[config.mk]
export PLATFORM = sky130hd
export DESIGN_NAME = pipe_hazard_ctl
export DESIGN_NICKNAME = d
export VERILOG_FILES = /design/src/rtl/pipe_hazard_ctl_pkg.sv /design/src/rtl/pipe_fwd_sel.sv /design/src/rtl/pipe_hazard_ctl.sv
export SDC_FILE = /design/constraint.sdc
export NUM_CORES = 1
export LEC_CHECK = 0
export ABC_AREA = 1
export BUFFER_PORTS_ARGS = -buffer_cell sky130_fd_sc_hd__buf_2
export CAP_MARGIN = 30
export CORE_ASPECT_RATIO = 1.75
export CORE_UTILIZATION = 54
export DETAILED_ROUTE_END_ITERATION = 12
export GPL_ROUTABILITY_DRIVEN = 1
export PLACE_DENSITY = 0.81
export SKIP_CTS_REPAIR_TIMING = 1
export SLEW_MARGIN = 20
export SYNTH_ARGS = -nofsm -noshare
export SYNTH_HDL_FRONTEND = slang
export SYNTH_HIERARCHICAL = 1
export SYNTH_SLANG_ARGS = --single-unit
[constraint.sdc]
create_clock -name clock -period 2 [get_ports clock]
set_clock_uncertainty 0.15 [all_clocks]
set_input_delay 0 -clock clock [delete_from_list [all_inputs] [get_ports clock]]
set_output_delay 0 -clock clock [all_outputs]
set_load 0.005 [all_outputs]
[src/rtl/pipe_hazard_ctl_pkg.sv]
// Shared pipeline definitions: forward-select encodings, the pipeline slot
// record, and the helper that decides whether a slot produces a source reg.
package pipe_hazard_ctl_pkg;

  // Operand select encodings driven on fwda/fwdb.
  localparam logic [1:0] FWD_RF    = 2'b00;  // register file
  localparam logic [1:0] FWD_E_ALU = 2'b01;  // E-stage ALU result
  localparam logic [1:0] FWD_M_ALU = 2'b10;  // M-stage ALU result
  localparam logic [1:0] FWD_M_MEM = 2'b11;  // M-stage memory data

  localparam logic [15:0] STALL_CNT_MAX = 16'hFFFF;

  // What the hazard logic needs to know about an in-flight instruction.
  typedef struct packed {
    logic [4:0] rn;
    logic       wreg;
    logic       m2reg;
  } slot_t;

  localparam slot_t SLOT_EMPTY = '{rn: 5'd0, wreg: 1'b0, m2reg: 1'b0};

  // True when the slot writes src; r0 is hard-wired and never produced.
  function automatic logic slot_writes(input slot_t s, input logic [4:0] src);
    return s.wreg && (s.rn != 5'd0) && (s.rn == src);
  endfunction

endpackage

[src/rtl/pipe_fwd_sel.sv]
// One operand's forward select: the youngest producer (E) wins, and an
// E-stage load is skipped because its data does not exist yet.
module pipe_fwd_sel
  import pipe_hazard_ctl_pkg::*;
(
  input  logic [4:0] src,
  input  slot_t      e_slot,
  input  slot_t      m_slot,
  output logic [1:0] sel
);

  // Priority: E ALU result, then M load data, then M ALU result, else regfile.
  always_comb begin
    sel = FWD_RF;
    if (slot_writes(e_slot, src) && !e_slot.m2reg) begin
      sel = FWD_E_ALU;
    end else if (slot_writes(m_slot, src) && m_slot.m2reg) begin
      sel = FWD_M_MEM;
    end else if (slot_writes(m_slot, src)) begin
      sel = FWD_M_ALU;
    end
  end

endmodule

[src/rtl/pipe_hazard_ctl.sv]
// Decode-stage hazard controller: detects load-use hazards, inserts a
// one-cycle bubble, squashes on flush, selects forwarding paths and counts
// load-use stall cycles. E/M slots shadow the D/E and E/M pipeline registers.
module pipe_hazard_ctl
  import pipe_hazard_ctl_pkg::*;
(
  input  logic        clock,
  input  logic        resetn,
  input  logic [4:0]  d_rs,
  input  logic [4:0]  d_rt,
  input  logic [4:0]  d_rn,
  input  logic        d_use_rs,
  input  logic        d_use_rt,
  input  logic        d_wreg,
  input  logic        d_m2reg,
  input  logic        d_wmem,
  input  logic        flush,
  output logic        dwreg,
  output logic        dm2reg,
  output logic        dwmem,
  output logic [1:0]  fwda,
  output logic [1:0]  fwdb,
  output logic        wpcir,
  output logic [15:0] stall_cnt
);

  slot_t       e_slot_reg    = SLOT_EMPTY;
  slot_t       m_slot_reg    = SLOT_EMPTY;
  logic [15:0] stall_cnt_reg = 16'd0;

  slot_t       e_slot_next;
  logic [15:0] stall_cnt_next;
  logic        load_use;
  logic        stall;

  logic [1:0][4:0] src_regs;
  logic [1:0][1:0] fwd_sel;

  // A load in E whose destination is read by the decode instruction.
  always_comb begin
    load_use = e_slot_reg.wreg && e_slot_reg.m2reg && (e_slot_reg.rn != 5'd0) &&
               ((d_use_rs && (e_slot_reg.rn == d_rs)) ||
                (d_use_rt && (e_slot_reg.rn == d_rt)));
  end

  // Control gating: flush kills the instruction without holding the PC;
  // a load-use hazard kills it and holds PC/IF-ID so it is reissued.
  always_comb begin
    dwreg  = d_wreg;
    dm2reg = d_m2reg;
    dwmem  = d_wmem;
    wpcir  = 1'b1;
    stall  = 1'b0;
    if (flush) begin
      dwreg  = 1'b0;
      dm2reg = 1'b0;
      dwmem  = 1'b0;
    end else if (load_use) begin
      dwreg  = 1'b0;
      dm2reg = 1'b0;
      dwmem  = 1'b0;
      wpcir  = 1'b0;
      stall  = 1'b1;
    end
  end

  // The E slot captures what actually enters D/E, i.e. the gated controls.
  always_comb begin
    e_slot_next = '{rn: d_rn, wreg: dwreg, m2reg: dm2reg};
  end

  // Saturating stall counter next value.
  always_comb begin
    stall_cnt_next = stall_cnt_reg;
    if (stall && (stall_cnt_reg != STALL_CNT_MAX)) begin
      stall_cnt_next = stall_cnt_reg + 16'd1;
    end
  end

  // Slot shift register, cleared immediately by reset.
  always_ff @(posedge clock or negedge resetn) begin
    if (!resetn) begin
      e_slot_reg <= SLOT_EMPTY;
      m_slot_reg <= SLOT_EMPTY;
    end else begin
      e_slot_reg <= e_slot_next;
      m_slot_reg <= e_slot_reg;
    end
  end

  // Stall counter register.
  always_ff @(posedge clock or negedge resetn) begin
    if (!resetn) begin
      stall_cnt_reg <= 16'd0;
    end else begin
      stall_cnt_reg <= stall_cnt_next;
    end
  end

  assign src_regs[0] = d_rs;
  assign src_regs[1] = d_rt;

  // Identical select logic for both operands; index 0 is rs, 1 is rt.
  generate
    for (genvar gi = 0; gi < 2; gi++) begin : g_fwd
      pipe_fwd_sel u_fwd_sel (
        .src    (src_regs[gi]),
        .e_slot (e_slot_reg),
        .m_slot (m_slot_reg),
        .sel    (fwd_sel[gi])
      );
    end
  endgenerate

  assign fwda      = fwd_sel[0];
  assign fwdb      = fwd_sel[1];
  assign stall_cnt = stall_cnt_reg;

endmodule

==> metrics.md <==
| Metric | Value |
|---|---|
| Outcome | complete, no violations |
| TritonCTS buffer count | 5 |
| Placer Congestion | 0.918 |
| Drt drc | 0 |
| Mapped Nets | 349 |
| Vias | 2198 |
| Sw Pwr | 371 uW |
| CP delay by family, top | simple AND/OR/NAND/NOR gates |
| Crit-path max FO | 15 |
| Hold Path Depth | 7 |
| 1st-iter DRT viols | 63 |
| Port Buf Inserts | 46 |
| Period utilisation layout | 94.2% |
| Top-area cell type share of the netlist area | 36.0% |
| Area leader, netlist | dfrtp_1 |
| TritonCTS clock tree | built |
| Vias in the first global route | 2089 |
| Mapped Area | 2090 um^2 |
| Via-per-instance ratio | 5.03 |
| Critical path's slowest cell | dfrtp_1 |
| Final core utilization | 70.9% |
| FF-to-FF End | stall_cnt[7] |
| Maximum vdd drop | 0.588 mV |
| Yosys reg bits | 30 |
| Number of synthesis warnings | 6 |
| Worst EP required | 2.08 ns |
| Final max-slew violation count | 0 |
| Synth Flop Type | dfrtp_1 |
| Sw frac | 25.8% |
| ANT nets after route | 0 |
| RSZ-0062 raised after global routing | no |
| EDFF count, synth | 0 |
| Hold Path Sink | stall_cnt[2] |
| Worst slack, placed | 0.130 ns |
| Pwr Total | 1.44 mW |
| Clock share of power | 41.9% |
| Min cycle time layout | 1.88 ns |
| Nets | 414 |
| Congestion Overflow GR | 0 |
| Yosys cell types | 24 |
| Worst r2r path cells | 8 |
| First-pass GRT wire length | 8590 um |
| Die Wd | 49.0 um |
| Max-Cap Viols | 0 |
| Worst skew pair latency | 0.29 ns |
| Die area | 4130 um^2 |
| Final instance area | 2600 um^2 |
| Seq/Total Area, Yosys | 36.0% |
| Overall Global Routing Usage | 27.6% |
| Share of cells above drive strength 1 | 21.0% |
| Crit path DAT | 1.96 ns |
| Drt first pass iters | 4 |
| CTS HTree Levels | 2 |
| Worst-path cell chain | ha_1, nand3_1, inv_1, nand4_1, inv_1, nor2_4, nand2_1, nand2_1 |
| Die height | 84.2 um |
| DP HPWL | 3970 um |
| Fmax | 531 MHz |
| Most frequent cell after synthesis | nand2_1 |
| # setup viols final | 0 |
| Mean post-synth cell area | 6.42 um^2 |
| PwrDens | 554 nW/um^2 |
| DP Area | 2400 um^2 |
| Internal power | 1.07 mW |
| Max reg flops | 16 |
| Diode count | 0 |
| Worst-path clk slew | 0.06 ns |
| Worst slew pin tran | 0.666 ns |
| CTS root buf | clkbuf_8 |
| Antenna violations before repair | 0 |
| Post-Route Setup TNS | 0 ns |
| DRT Wirelength | 5260 um |
| Synth area leaders | dfrtp_1, nand2_1, inv_1, nor2_1, xnor2_1 |
| Crit path setup slack, layout | 0.115 ns |
| Slew headroom | 55.6% |
| Reg2Reg Setup Slack | 0.12 ns |
| Site row count | 29 |
| Reg power frac | 44.8% |
| Gate Count Post-Synth | 325 |
| Crit path kind | reg2reg |
| Combinational Power Share | 13.3% |
| Largest net degree at the start of global routing | 31 |
| Critical path launch point type | flop |
| Sink Count | 30 |
| Post-DR wirelength/cell | 12.0 um |
| Synth cell count leaders | nand2_1, inv_1, nor2_1, dfrtp_1 |
| # IOs | 47 |
| Clk buf depth | 2 |
| HP Class | in2reg |
| Worst path buffer plus inverter count | 2 |
| Hold_sp | d_use_rt |
| Static Leakage | 1.49 nW |
| Core area | 3660 um^2 |
| Worst setup EP type | flop |
| Max stage delay on crit path | 0.45 ns |
| Synthesis-to-finish area growth | 24.5% |
| Initial Util | 56.9% |
| Asr flop ratio synth | 100% |
| Hold Vio Cnt, Final | 0 |
| R2R Path Start | stall_cnt[0] |
==> power groups by stage <==
| stage | sequential [mW] | clock (mW) | combinational (mW) |
|---|---|---|---|
| final | 0.645 | 0.603 | 0.191 |
| after global routing | 0.649 | 0.632 | 0.218 |
| after CTS | 0.645 | 0.611 | 0.179 |
| after detailed placement | 0.656 | 0 | 0.178 |
| after global placement | 0.655 | 0 | 0.174 |
| after floorplan | 0.654 | 0 | 0.0969 |
==> layout make-up <==
class | count | area [um^2]
clock buffer | 5 | 68.8
clock inverter | 3 | 40.0
fill | 352 | 1070
inverter | 56 | 210
multi-input combinational | 237 | 1110
sequential | 30 | 753
tap | 46 | 57.6
timing repair buffer | 60 | 358
==> logic make-up after synthesis <==
logic type / share of synthesized area [%]
fa+ha+maj: 0.599
compound gates: 1.92
buf+inv: 10.9
flops: 36.0
simple gates: 43.5
xor+xnor: 7.13
==> worst min-delay path, cell delays in order <==
cell     delay (ns)
buf_2          0.10
nand2_1        0.07
nor2_2         0.04
nand3_2        0.08
nand2_4        0.07
nand4_1        0.10
nand2_1        0.05
==> how the worst max path moves through the flow <==
stage	startpoint	endpoint	slack, ns	cells past startpoint
2_1_floorplan	stall_cnt[0]	stall_cnt[11]	0.30	8
3_3_place_gp	stall_cnt[0]	stall_cnt[13]	0.17	8
3_5_place_dp	stall_cnt[0]	stall_cnt[12]	0.13	8
4_1_cts	stall_cnt[0]	stall_cnt[4]	0.12	8
5_1_grt	stall_cnt[0]	stall_cnt[10]	0.01	8
6_report	stall_cnt[0]	stall_cnt[7]	0.12	8
==> metal layers <==
metal / track usage (%) / part of all wire, %
met2: 52.1 / 55
met1: 25.8 / 35
met5: 0 / 0
met3: 4.35 / 4.4
met4: 19.8 / 5.1
==> stage by stage <==
stage               hold WS, ns  instances
finish                    0.117        437
global route              0.153        437
CTS                      -0.392        428
detailed placement      -0.0848        420
global placement        -0.0857        420
floorplan                -0.446        325
==> cells in the final DEF, fill, tap and decap left out, drive strengths merged <==
cell,count
a21oi,2
buf,51
xnor2,10
dlygate4sd3,9
nand3b,3
nor2,44
o21ai,6
nand4,11
nand2,136
nor3,5
inv,56
xor2,7
clkinv,2
nand3,12
dfrtp,30
ha,1
bufinv,1
clkbuf,5
(Power assumes the default switching activity.)
